$ cat config.mk
export PLATFORM = sky130hd
export DESIGN_NAME = sprite_pos_ctrl
export DESIGN_NICKNAME = d
export VERILOG_FILES = /design/src/rtl/sprite_pos_pkg.sv /design/src/rtl/sprite_pos_ctrl_sat_step.sv /design/src/rtl/sprite_pos_ctrl.sv
export SDC_FILE = /design/constraint.sdc
export NUM_CORES = 1
export LEC_CHECK = 0
export ABC_AREA = 0
export CORE_UTILIZATION = 60
export DETAILED_ROUTE_END_ITERATION = 10
export DONT_BUFFER_PORTS = 1
export PLACE_DENSITY = 0.72
export SYNTH_ARGS = -nofsm -noshare
export SYNTH_HDL_FRONTEND = slang
export SYNTH_SLANG_ARGS = --single-unit
$ cat constraint.sdc
create_clock -name vga_clk -period 4.2 [get_ports vga_clk]
set_clock_uncertainty 0.05 [all_clocks]
set_input_delay 0.42 -clock vga_clk [delete_from_list [all_inputs] [get_ports vga_clk]]
set_output_delay 0.42 -clock vga_clk [all_outputs]
set_load 0.02 [all_outputs]
$ cat src/rtl/sprite_pos_pkg.sv
// Shared constants, state encoding and helpers for the sprite position controller.
package sprite_pos_pkg;

  localparam int H_VALID_DEF = 640;
  localparam int V_VALID_DEF = 480;
  localparam int H_PIC_DEF   = 100;
  localparam int W_PIC_DEF   = 100;

  localparam int X_MAX_DEF = H_VALID_DEF - H_PIC_DEF;
  localparam int Y_MAX_DEF = V_VALID_DEF - W_PIC_DEF;

  // Bit positions inside cmd_dir = {up, down, left, right}
  localparam int DIR_UP    = 3;
  localparam int DIR_DOWN  = 2;
  localparam int DIR_LEFT  = 1;
  localparam int DIR_RIGHT = 0;

  typedef enum logic {
    ST_MANUAL = 1'b0,
    ST_AUTO   = 1'b1
  } state_t;

  // A zero step would make a command a no-op, so it is promoted to one pixel
  function automatic logic [3:0] eff_step(input logic [3:0] step);
    return (step == 4'd0) ? 4'd1 : step;
  endfunction

endpackage

$ cat src/rtl/sprite_pos_ctrl_sat_step.sv
// One axis of saturating movement: value +/- step, clamped to [0, limit].
// Arithmetic is done wide and signed so neither end can wrap around.
module sat_step (
  input  logic [9:0] value,
  input  logic [3:0] step,
  input  logic       dir,
  input  logic [9:0] limit,
  output logic [9:0] next_value,
  output logic       hit_limit
);

  logic signed [11:0] sum;

  // Compute the moved value and clamp it, flagging when a bound was reached
  always_comb begin
    sum        = '0;
    next_value = value;
    hit_limit  = 1'b0;
    if (dir) begin
      sum = $signed({2'b00, value}) + $signed({8'd0, step});
      if (sum >= $signed({2'b00, limit})) begin
        next_value = limit;
        hit_limit  = 1'b1;
      end else begin
        next_value = sum[9:0];
      end
    end else begin
      sum = $signed({2'b00, value}) - $signed({8'd0, step});
      if (sum <= 12'sd0) begin
        next_value = '0;
        hit_limit  = 1'b1;
      end else begin
        next_value = sum[9:0];
      end
    end
  end

endmodule

$ cat src/rtl/sprite_pos_ctrl.sv
// Sprite position controller: manual moves from a one-entry command slot, or
// autonomous bouncing, with all position updates confined to the frame tick.
module sprite_pos_ctrl
  import sprite_pos_pkg::*;
#(
  parameter int H_VALID = H_VALID_DEF,
  parameter int V_VALID = V_VALID_DEF,
  parameter int H_PIC   = H_PIC_DEF,
  parameter int W_PIC   = W_PIC_DEF
) (
  input  logic        vga_clk,
  input  logic        sys_rst_n,
  input  logic [11:0] pix_x,
  input  logic [11:0] pix_y,
  input  logic        cmd_valid,
  output logic        cmd_ready,
  input  logic [3:0]  cmd_dir,
  input  logic [3:0]  cmd_step,
  input  logic        mode_auto,
  output logic [9:0]  x_move,
  output logic [9:0]  y_move,
  output logic        frame_tick
);

  localparam logic [9:0] X_MAX = 10'(H_VALID - H_PIC);
  localparam logic [9:0] Y_MAX = 10'(V_VALID - W_PIC);

  state_t     state;
  state_t     next_state;
  logic       frame_end;
  logic       cmd_accept;
  logic       slot_full;
  logic [3:0] slot_dir;
  logic [3:0] slot_step;
  logic [3:0] auto_step;
  logic       x_dir;
  logic       y_dir;
  logic       x_en;
  logic       y_en;
  logic       x_inc;
  logic       y_inc;
  logic [3:0] x_step;
  logic [3:0] y_step;
  logic [9:0] x_next;
  logic [9:0] y_next;
  logic       x_hit;
  logic       y_hit;

  assign frame_end  = (pix_x == 12'(H_VALID - 1)) && (pix_y == 12'(V_VALID - 1));
  assign cmd_ready  = (state == ST_AUTO) || !slot_full;
  assign cmd_accept = cmd_valid && cmd_ready;

  // Register the frame-end condition into a one-cycle tick
  always_ff @(posedge vga_clk or negedge sys_rst_n) begin
    if (!sys_rst_n) begin
      frame_tick <= 1'b0;
    end else begin
      frame_tick <= frame_end;
    end
  end

  // Mode state register
  always_ff @(posedge vga_clk or negedge sys_rst_n) begin
    if (!sys_rst_n) begin
      state <= ST_MANUAL;
    end else begin
      state <= next_state;
    end
  end

  // Mode changes only at frame tick, following the mode_auto level
  always_comb begin
    next_state = state;
    if (frame_tick) begin
      case (state)
        ST_MANUAL: if (mode_auto)  next_state = ST_AUTO;
        ST_AUTO:   if (!mode_auto) next_state = ST_MANUAL;
        default:   next_state = ST_MANUAL;
      endcase
    end
  end

  // Pick per-axis step/direction for the mode being entered on this tick
  always_comb begin
    x_en   = 1'b0;
    y_en   = 1'b0;
    x_inc  = 1'b0;
    y_inc  = 1'b0;
    x_step = 4'd1;
    y_step = 4'd1;
    if (next_state == ST_AUTO) begin
      x_en   = 1'b1;
      y_en   = 1'b1;
      x_inc  = x_dir;
      y_inc  = y_dir;
      x_step = auto_step;
      y_step = auto_step;
    end else if (slot_full) begin
      x_en   = slot_dir[DIR_LEFT] ^ slot_dir[DIR_RIGHT];
      x_inc  = slot_dir[DIR_RIGHT];
      y_en   = slot_dir[DIR_UP] ^ slot_dir[DIR_DOWN];
      y_inc  = slot_dir[DIR_DOWN];
      x_step = eff_step(slot_step);
      y_step = eff_step(slot_step);
    end
  end

  sat_step u_sat_x (
    .value      (x_move),
    .step       (x_step),
    .dir        (x_inc),
    .limit      (X_MAX),
    .next_value (x_next),
    .hit_limit  (x_hit)
  );

  sat_step u_sat_y (
    .value      (y_move),
    .step       (y_step),
    .dir        (y_inc),
    .limit      (Y_MAX),
    .next_value (y_next),
    .hit_limit  (y_hit)
  );

  // Position only updates on the frame tick so it is stable over the active area
  always_ff @(posedge vga_clk or negedge sys_rst_n) begin
    if (!sys_rst_n) begin
      x_move <= '0;
      y_move <= '0;
    end else if (frame_tick) begin
      if (x_en) x_move <= x_next;
      if (y_en) y_move <= y_next;
    end
  end

  // Bounce flags flip whenever an autonomous move lands on a bound
  always_ff @(posedge vga_clk or negedge sys_rst_n) begin
    if (!sys_rst_n) begin
      x_dir <= 1'b1;
      y_dir <= 1'b1;
    end else if (frame_tick && (next_state == ST_AUTO)) begin
      if (x_hit) x_dir <= ~x_dir;
      if (y_hit) y_dir <= ~y_dir;
    end
  end

  // In autonomous mode a command only retunes the bounce speed
  always_ff @(posedge vga_clk or negedge sys_rst_n) begin
    if (!sys_rst_n) begin
      auto_step <= 4'd1;
    end else if (cmd_accept && (state == ST_AUTO)) begin
      auto_step <= eff_step(cmd_step);
    end
  end

  // Single command slot: filled on manual accept, drained on every tick,
  // and wiped whenever the mode changes
  always_ff @(posedge vga_clk or negedge sys_rst_n) begin
    if (!sys_rst_n) begin
      slot_full <= 1'b0;
      slot_dir  <= '0;
      slot_step <= '0;
    end else if (frame_tick && (next_state != state)) begin
      slot_full <= 1'b0;
    end else if (cmd_accept && (state == ST_MANUAL)) begin
      slot_full <= 1'b1;
      slot_dir  <= cmd_dir;
      slot_step <= cmd_step;
    end else if (frame_tick) begin
      slot_full <= 1'b0;
    end
  end

endmodule

==> run metrics, run 1 <==
post-CTS sizing 0; ys async rst share 1.00; Worst Path Arrival 3.98 ns; fin util 0.675; Leak 1.51 nW; Final TNS setup 0 ns; synthesis-stage register bit count 37; placed wire-length estimate 6310 um; pwr/cell area 197 nW/um^2; Synth cell types 71; initial core utilization 0.640; Sequential Power Share 0.512; die extent in x 76.8 um; Sw Ratio 0.224; P&R area growth vs syn 5.41%; Final Hold Fails 0; CP endpoint kind register; H-Tree Depth 2; critical path class register to register; EDFF count, synth 0; gpl congestion 0.929; Final period util 0.905; Max Slew Vio Count 0; slowest CP cell o311ai_2; IO Count 58; clk_lat worst skew 0.30 ns; # diodes 0; Hold WC Path Type primary input to register; Syn. warnings 0; initial antenna violation count 0; Worst-Margin Slew 0.723 ns; drt drc 0; final antenna-violating net count 0; largest net degree at the start of global routing 38; worst setup margin 0.397 ns; sw power 156 uW; Post-Synthesis Cells 397; IO Port Bufs 0; initial drt markers 160; Period minus WS final 3.80 ns; die height 76.8 um; internal power 539 uW; GRT Util Overall 0.291; total gr overflow 0; clk root buf clkbuf_8; Worst EP required 4.38 ns; CTS Buf Count 5; unrepaired setup endpoints after global routing false; DR vias/cell 6.61; vias after detailed routing 3055; final setup fails 0; status finished, final reports clean; Levels on crit path 12; vias in the first global route 2855; WL per Instance 18.0 um; Avg Inst Size Synth 8.45 sq um; share of layout cells above drive strength 1 0.122; hold path depth 2; Synthesized Nets 457; Hold WS 0.195 ns; CP startpoint kind register; critical-path cell list mux2_4 > o21ai_0 > ha_1 > inv_1 > fa_1 > nor2b_1 > o21a_1 > o21bai_1 > o311ai_2 > o22ai_4 > nor2_1 > mux2_1; FF-to-FF path depth 12; Worst path max stage delay 0.45 ns; first-pass GRT wire length 13700 um; CP Buf/Inv Count 1; standard-cell row count 26; VDD IR-drop max 0.167 mV; relative slew slack 0.518; core box area 5240 sq um; CTS tree yes; max-cap violations 0; Syn Std Cell Area 3350 sq um; Setup WS pre-CTS 0.379 ns; Max Root-Sink Buffers 2; # fillers 460; clk sinks 37; drt total wl 8320 um; Clock Pin Slew Worst Setup and Hold Paths 0.09 ns; clock share of power 0.467; Critical Path Fanout Max 12; part of the power in combinational logic 0.020; sequential area share after synthesis 0.277; cell family with most CP delay compound AO/OA/AOI/OAI gates; Main synth FF type dfrtp_1; die area 5890 sq um; maximum operating frequency 0.263 GHz; final net count 451; DRT Pass-1 Iters 4
-- state kept, by name (all words and copies together), names as in the netlist --
name        cells
x_dir           1
slot_step       4
x_move         10
slot_full       1
y_move         10
y_dir           1
state           1
auto_step       4
slot_dir        4
frame_tick      1
-- power groups by stage --
| stage | sequential (mW) | clock (mW) | combinational (mW) |
|---|---|---|---|
| finish | 0.356 | 0.325 | 0.0141 |
| global route | 0.356 | 0.343 | 0.0162 |
| CTS | 0.356 | 0.330 | 0.0147 |
| detailed placement | 0.363 | 0 | 0.00384 |
| global placement | 0.363 | 0 | 0.00363 |
| floorplan | 0.363 | 0 | 0.00334 |
-- stage by stage --
stage / power (mW) / cell area, sq um / cells
floorplan: 0.366 / 3350 / 397
global placement: 0.367 / 3390 / 452
detailed placement: 0.367 / 3390 / 452
CTS: 0.701 / 3530 / 462
global route: 0.715 / 3530 / 462
finish: 0.695 / 3530 / 462
-- final timing paths --
check	from	to	slack [ns]
max	frame_tick	y_dir	0.40
min	mode_auto	x_dir	0.20
max reg2reg	frame_tick	y_dir	0.40
min reg2reg	auto_step[0]	auto_step[0]	0.44
max in group asynchronous	sys_rst_n	auto_step[0]	3.29
min in group asynchronous	sys_rst_n	y_move[2]	0.54
-- area by class of cell --
| cell class | instances | area [sq um] | area share |
|---|---|---|---|
| clock buffer | 5 | 68.8 | 0.0195 |
| clock inverter | 3 | 46.3 | 0.0131 |
| inverter | 22 | 82.6 | 0.0234 |
| multi-input combinational | 320 | 2270 | 0.641 |
| sequential | 37 | 930 | 0.263 |
| tap | 70 | 87.6 | 0.0248 |
| timing repair buffer | 5 | 52.6 | 0.0149 |
-- worst reg2reg max path: stages, from the launching register on --
cell and delay [ns]:
dfrtp_1 0.40, mux2_4 0.37, o21ai_0 0.43, ha_1 0.34
inv_1 0.08, fa_1 0.41, nor2b_1 0.17, o21a_1 0.25
o21bai_1 0.13, o311ai_2 0.45, o22ai_4 0.19, nor2_1 0.14
mux2_1 0.32
-- what timing repair did --
item / CTS / global route
hold buffers: 2 / 0
buffers inserted: 0 / 0
endpoints found under the setup margin: 0 / 0
endpoints found under the hold margin: 37 / 0
-- cell usage after synthesis (6+ instances only) --
library cell | n | area, sq um
mux2_2 | 12 | 135
inv_1 | 22 | 82.6
ha_1 | 20 | 250
nand2b_1 | 8 | 50.1
nor2b_1 | 8 | 50.1
xnor2_1 | 7 | 61.3
clkbuf_1 | 14 | 52.6
dfrtp_1 | 34 | 851
o21a_1 | 7 | 52.6
nand2_1 | 40 | 150
nor2_1 | 33 | 124
o31ai_1 | 6 | 45.0
nor3_1 | 12 | 60.1
a31oi_1 | 6 | 37.5
nor4_1 | 6 | 37.5
o21ai_0 | 24 | 120
a21oi_1 | 25 | 125
-- placed cells by master, fill, tap and decap left out, types with 4 or more instances in the layout --
cell type   n
nand4_1     5
a21oi_1    25
mux2i_1     5
fa_1        4
mux2_2     12
dfrtp_1    34
o21ai_0    24
nor2b_1     8
nor2_1     33
or3_1       4
nor4_1      6
inv_1      22
a211o_1     5
or4_1       5
ha_1       20
nand2b_1    8
a31oi_1     6
o21a_1      7
xor2_1      4
nand3_1     5
clkbuf_8    5
o31ai_1     6
nand2_1    40
nor3_1     12
xnor2_1     7
-- layer usage --
metal  vias up  global-route usage  wire length, um
met4         0               0.133              285
met3        25              0.0488              363
li1       1446                   -                -
met2        86               0.484             4050
met5         -                   0                0
met1      1498               0.368             3620
-- kinds of logic (layout without fill, tap and decap cells) --
kind of cell,Yosys count,count (layout),synth area share
adders and majority gates,24,24,0.0985
buffers and inverters,40,35,0.0466
and+or+nand+nor,144,144,0.219
xor gates and xnor gates,11,11,0.0287
DFF,37,37,0.277
muxes,20,20,0.0672
AOI/OAI and AO/OA,121,121,0.263
(Power assumes the default switching activity.)
==> inputs of run 2 (changes only) <==
--- a/config.mk
+++ b/config.mk
@@ -6,10 +6,11 @@
 export NUM_CORES = 1
 export LEC_CHECK = 0
 export ABC_AREA = 0
-export CORE_UTILIZATION = 60
+export BUFFER_PORTS_ARGS = -buffer_cell sky130_fd_sc_hd__clkbuf_2
+export CORE_ASPECT_RATIO = 0.6
+export CORE_UTILIZATION = 45
 export DETAILED_ROUTE_END_ITERATION = 10
-export DONT_BUFFER_PORTS = 1
-export PLACE_DENSITY = 0.72
+export PLACE_DENSITY = 0.62
 export SYNTH_ARGS = -nofsm -noshare
 export SYNTH_HDL_FRONTEND = slang
 export SYNTH_SLANG_ARGS = --single-unit
==> run metrics, run 2 (same netlist as run 1, synthesis figures left out) <==
die area 7810 sq um (was 5890 sq um); Critical Path Fanout Max 12 (unchanged); initial antenna violation count 0 (unchanged); max-cap violations 0 (unchanged); Period minus WS final 3.85 ns (was 3.80 ns); Final Hold Fails 0 (unchanged); clk sinks 37 (unchanged); Hold WS 0.224 ns (was 0.195 ns); maximum operating frequency 0.260 GHz (was 0.263 GHz); DR WL met3 932 um (was 363 um); status finished, final reports clean (unchanged); CTS Buf Count 5 (unchanged); # diodes 0 (unchanged); P&R area growth vs syn 15.9% (was 5.41%); CP endpoint kind register (unchanged); clk_lat worst skew 0.28 ns (was 0.30 ns); Leak 1.77 nW (was 1.51 nW); pwr/cell area 212 nW/um^2 (was 197 nW/um^2); Hold WC Path Type primary input to async pin (was primary input to register); Final TNS setup 0 ns (unchanged); IO Port Bufs 57 (was 0); vias after detailed routing 3261 (was 3055); most frequent cells in the layout clkbuf_2 (57), nand2_1 (40), dfrtp_1 (34), nor2_1 (33), a21oi_1 (25) (was nand2_1 (40), dfrtp_1 (34), nor2_1 (33), a21oi_1 (25), o21ai_0 (24)); DRT Pass-1 Iters 5 (was 4); critical-path cell list mux2_4 > o21ai_0 > inv_1 > fa_1 > nor2b_1 > o21ai_1 > nand2_1 > or3_1 > a31oi_2 > nor2_1 > a211o_1 (was mux2_4 > o21ai_0 > ha_1 > inv_1 > fa_1 > nor2b_1 > o21a_1 > o21bai_1 > o311ai_2 > o22ai_4 > nor2_1 > mux2_1); total gr overflow 0 (unchanged); first-pass GRT wire length 14700 um (was 13700 um); Highest Signal Layer met4 (unchanged); placed wire-length estimate 7130 um (was 6310 um); met2 wire length 3300 um (was 4050 um); Max Root-Sink Buffers 2 (unchanged); cell family with most CP delay compound AO/OA/AOI/OAI gates (unchanged); slowest CP cell fa_1 (was o311ai_2); initial drt markers 275 (was 160); gpl congestion 0.895 (was 0.929); core box area 6940 sq um (was 5240 sq um); final setup fails 0 (unchanged); final antenna-violating net count 0 (unchanged); Clock Pin Slew Worst Setup and Hold Paths 0.06 ns (was 0.09 ns); unrepaired setup endpoints after global routing false (unchanged); share of layout cells above drive strength 1 0.232 (was 0.122); drt total wl 9160 um (was 8320 um); initial core utilization 0.483 (was 0.640); standard-cell row count 23 (was 26); die height 68.9 um (was 76.8 um); clk root buf clkbuf_16 (was clkbuf_8); DR vias/cell 5.95 (was 6.61); vias in the first global route 2849 (was 2855); Worst path max stage delay 0.47 ns (was 0.45 ns); WL per Instance 16.7 um (was 18.0 um); CP startpoint kind register (unchanged); VDD IR-drop max 0.141 mV (was 0.167 mV); GRT Util Overall 0.249 (was 0.291); critical path class register to register (unchanged); Largest regs x_move (10), y_move (10) (unchanged); Worst Path Arrival 3.96 ns (was 3.98 ns); H-Tree Depth 2 (unchanged); largest net degree at the start of global routing 38 (unchanged); met1 WL 4910 um (was 3620 um); final net count 507 (was 451); drt drc 0 (unchanged); Worst EP required 4.31 ns (was 4.38 ns); Final period util 0.917 (was 0.905); CP Buf/Inv Count 1 (unchanged); commonest non-fill, non-tap cell in the layout clkbuf_2 (was nand2_1); die extent in x 113 um (was 76.8 um); Worst-Margin Slew 0.956 ns (was 0.723 ns); Max Slew Vio Count 0 (unchanged); CTS tree yes (unchanged); IO Count 58 (unchanged); Total Power 823 uW (was 695 uW); relative slew slack 0.363 (was 0.518)
-- run 2: changes by cell type in the layout (fill, tap and decap cells not counted), sizes merged --
cell / delta
dlygate4sd3: -1
clkbuf: +58
clkinvlp: -1
-- run 2: layout make-up --
cell class	instances	area [sq um]
Tap cell	100	125
Clock inverter	2	38.8
Multi-Input combinational cell	320	2270
Timing Repair Buffer	61	315
Clock buffer	6	129
Inverter	22	82.6
Fill cell	620	3050
Sequential cell	37	930
-- run 2: path summary, 6_finish.rpt --
kind	start	to	slack, ns	cells after the start
worst max-delay path	frame_tick	x_move[8]	0.35	11
worst max register to register	frame_tick	x_move[8]	0.35	11
worst min register to register	auto_step[0]	auto_step[0]	0.43	2
min in group vga_clk	cmd_dir[1]	slot_dir[1]	0.32	2
max in group asynchronous	sys_rst_n	slot_step[0]	3.27	1
worst min-delay path	sys_rst_n	y_move[4]	0.22	1
-- run 2: what timing repair did --
action / in CTS / in global routing
hold buffers: 0 / 0
setup endpoints to repair: 0 / 1
buffers inserted: 0 / 0
resized for setup: 0 / 1
-- run 2: through the flow --
| step | std cells | setup WS (ns) | util | instance area, sq um |
|---|---|---|---|---|
| finish | 548 | 0.350 | 0.561 | 3890 |
| detailed placement | 540 | 0.173 | 0.536 | 3720 |
| global placement | 540 | 0.266 | 0.536 | 3720 |
| global route | 548 | 0.0546 | 0.561 | 3890 |
| CTS | 548 | 0.283 | 0.561 | 3890 |
| floorplan | 397 | 0.510 | - | 3350 |
-- run 2: where the power goes --
| part | leakage, nW | switching, mW | internal, mW |
|---|---|---|---|
| clock network | 0.0810 | 0.157 | 0.282 |
| logic | 1.21 | 0.0139 | 0.0137 |
| registers | 0.480 | 0.00000426 | 0.357 |
| total | 1.77 | 0.171 | 0.652 |
-- run 2: per-layer routing --
metal | vias to the layer above | GRT usage
li1 | 1568 | -
met1 | 1523 | 0.396
met2 | 168 | 0.332
met3 | 2 | 0.0629
met4 | 0 | 0.0313
met5 | - | 0
-- run 2: worst register-to-register path, cell delays in order, from the launching register on --
cell and delay (ns):
dfrtp_1 0.41, mux2_4 0.37, o21ai_0 0.40, inv_1 0.28
fa_1 0.47, nor2b_1 0.15, o21ai_1 0.26, nand2_1 0.21
or3_1 0.40, a31oi_2 0.37, nor2_1 0.09, a211o_1 0.27
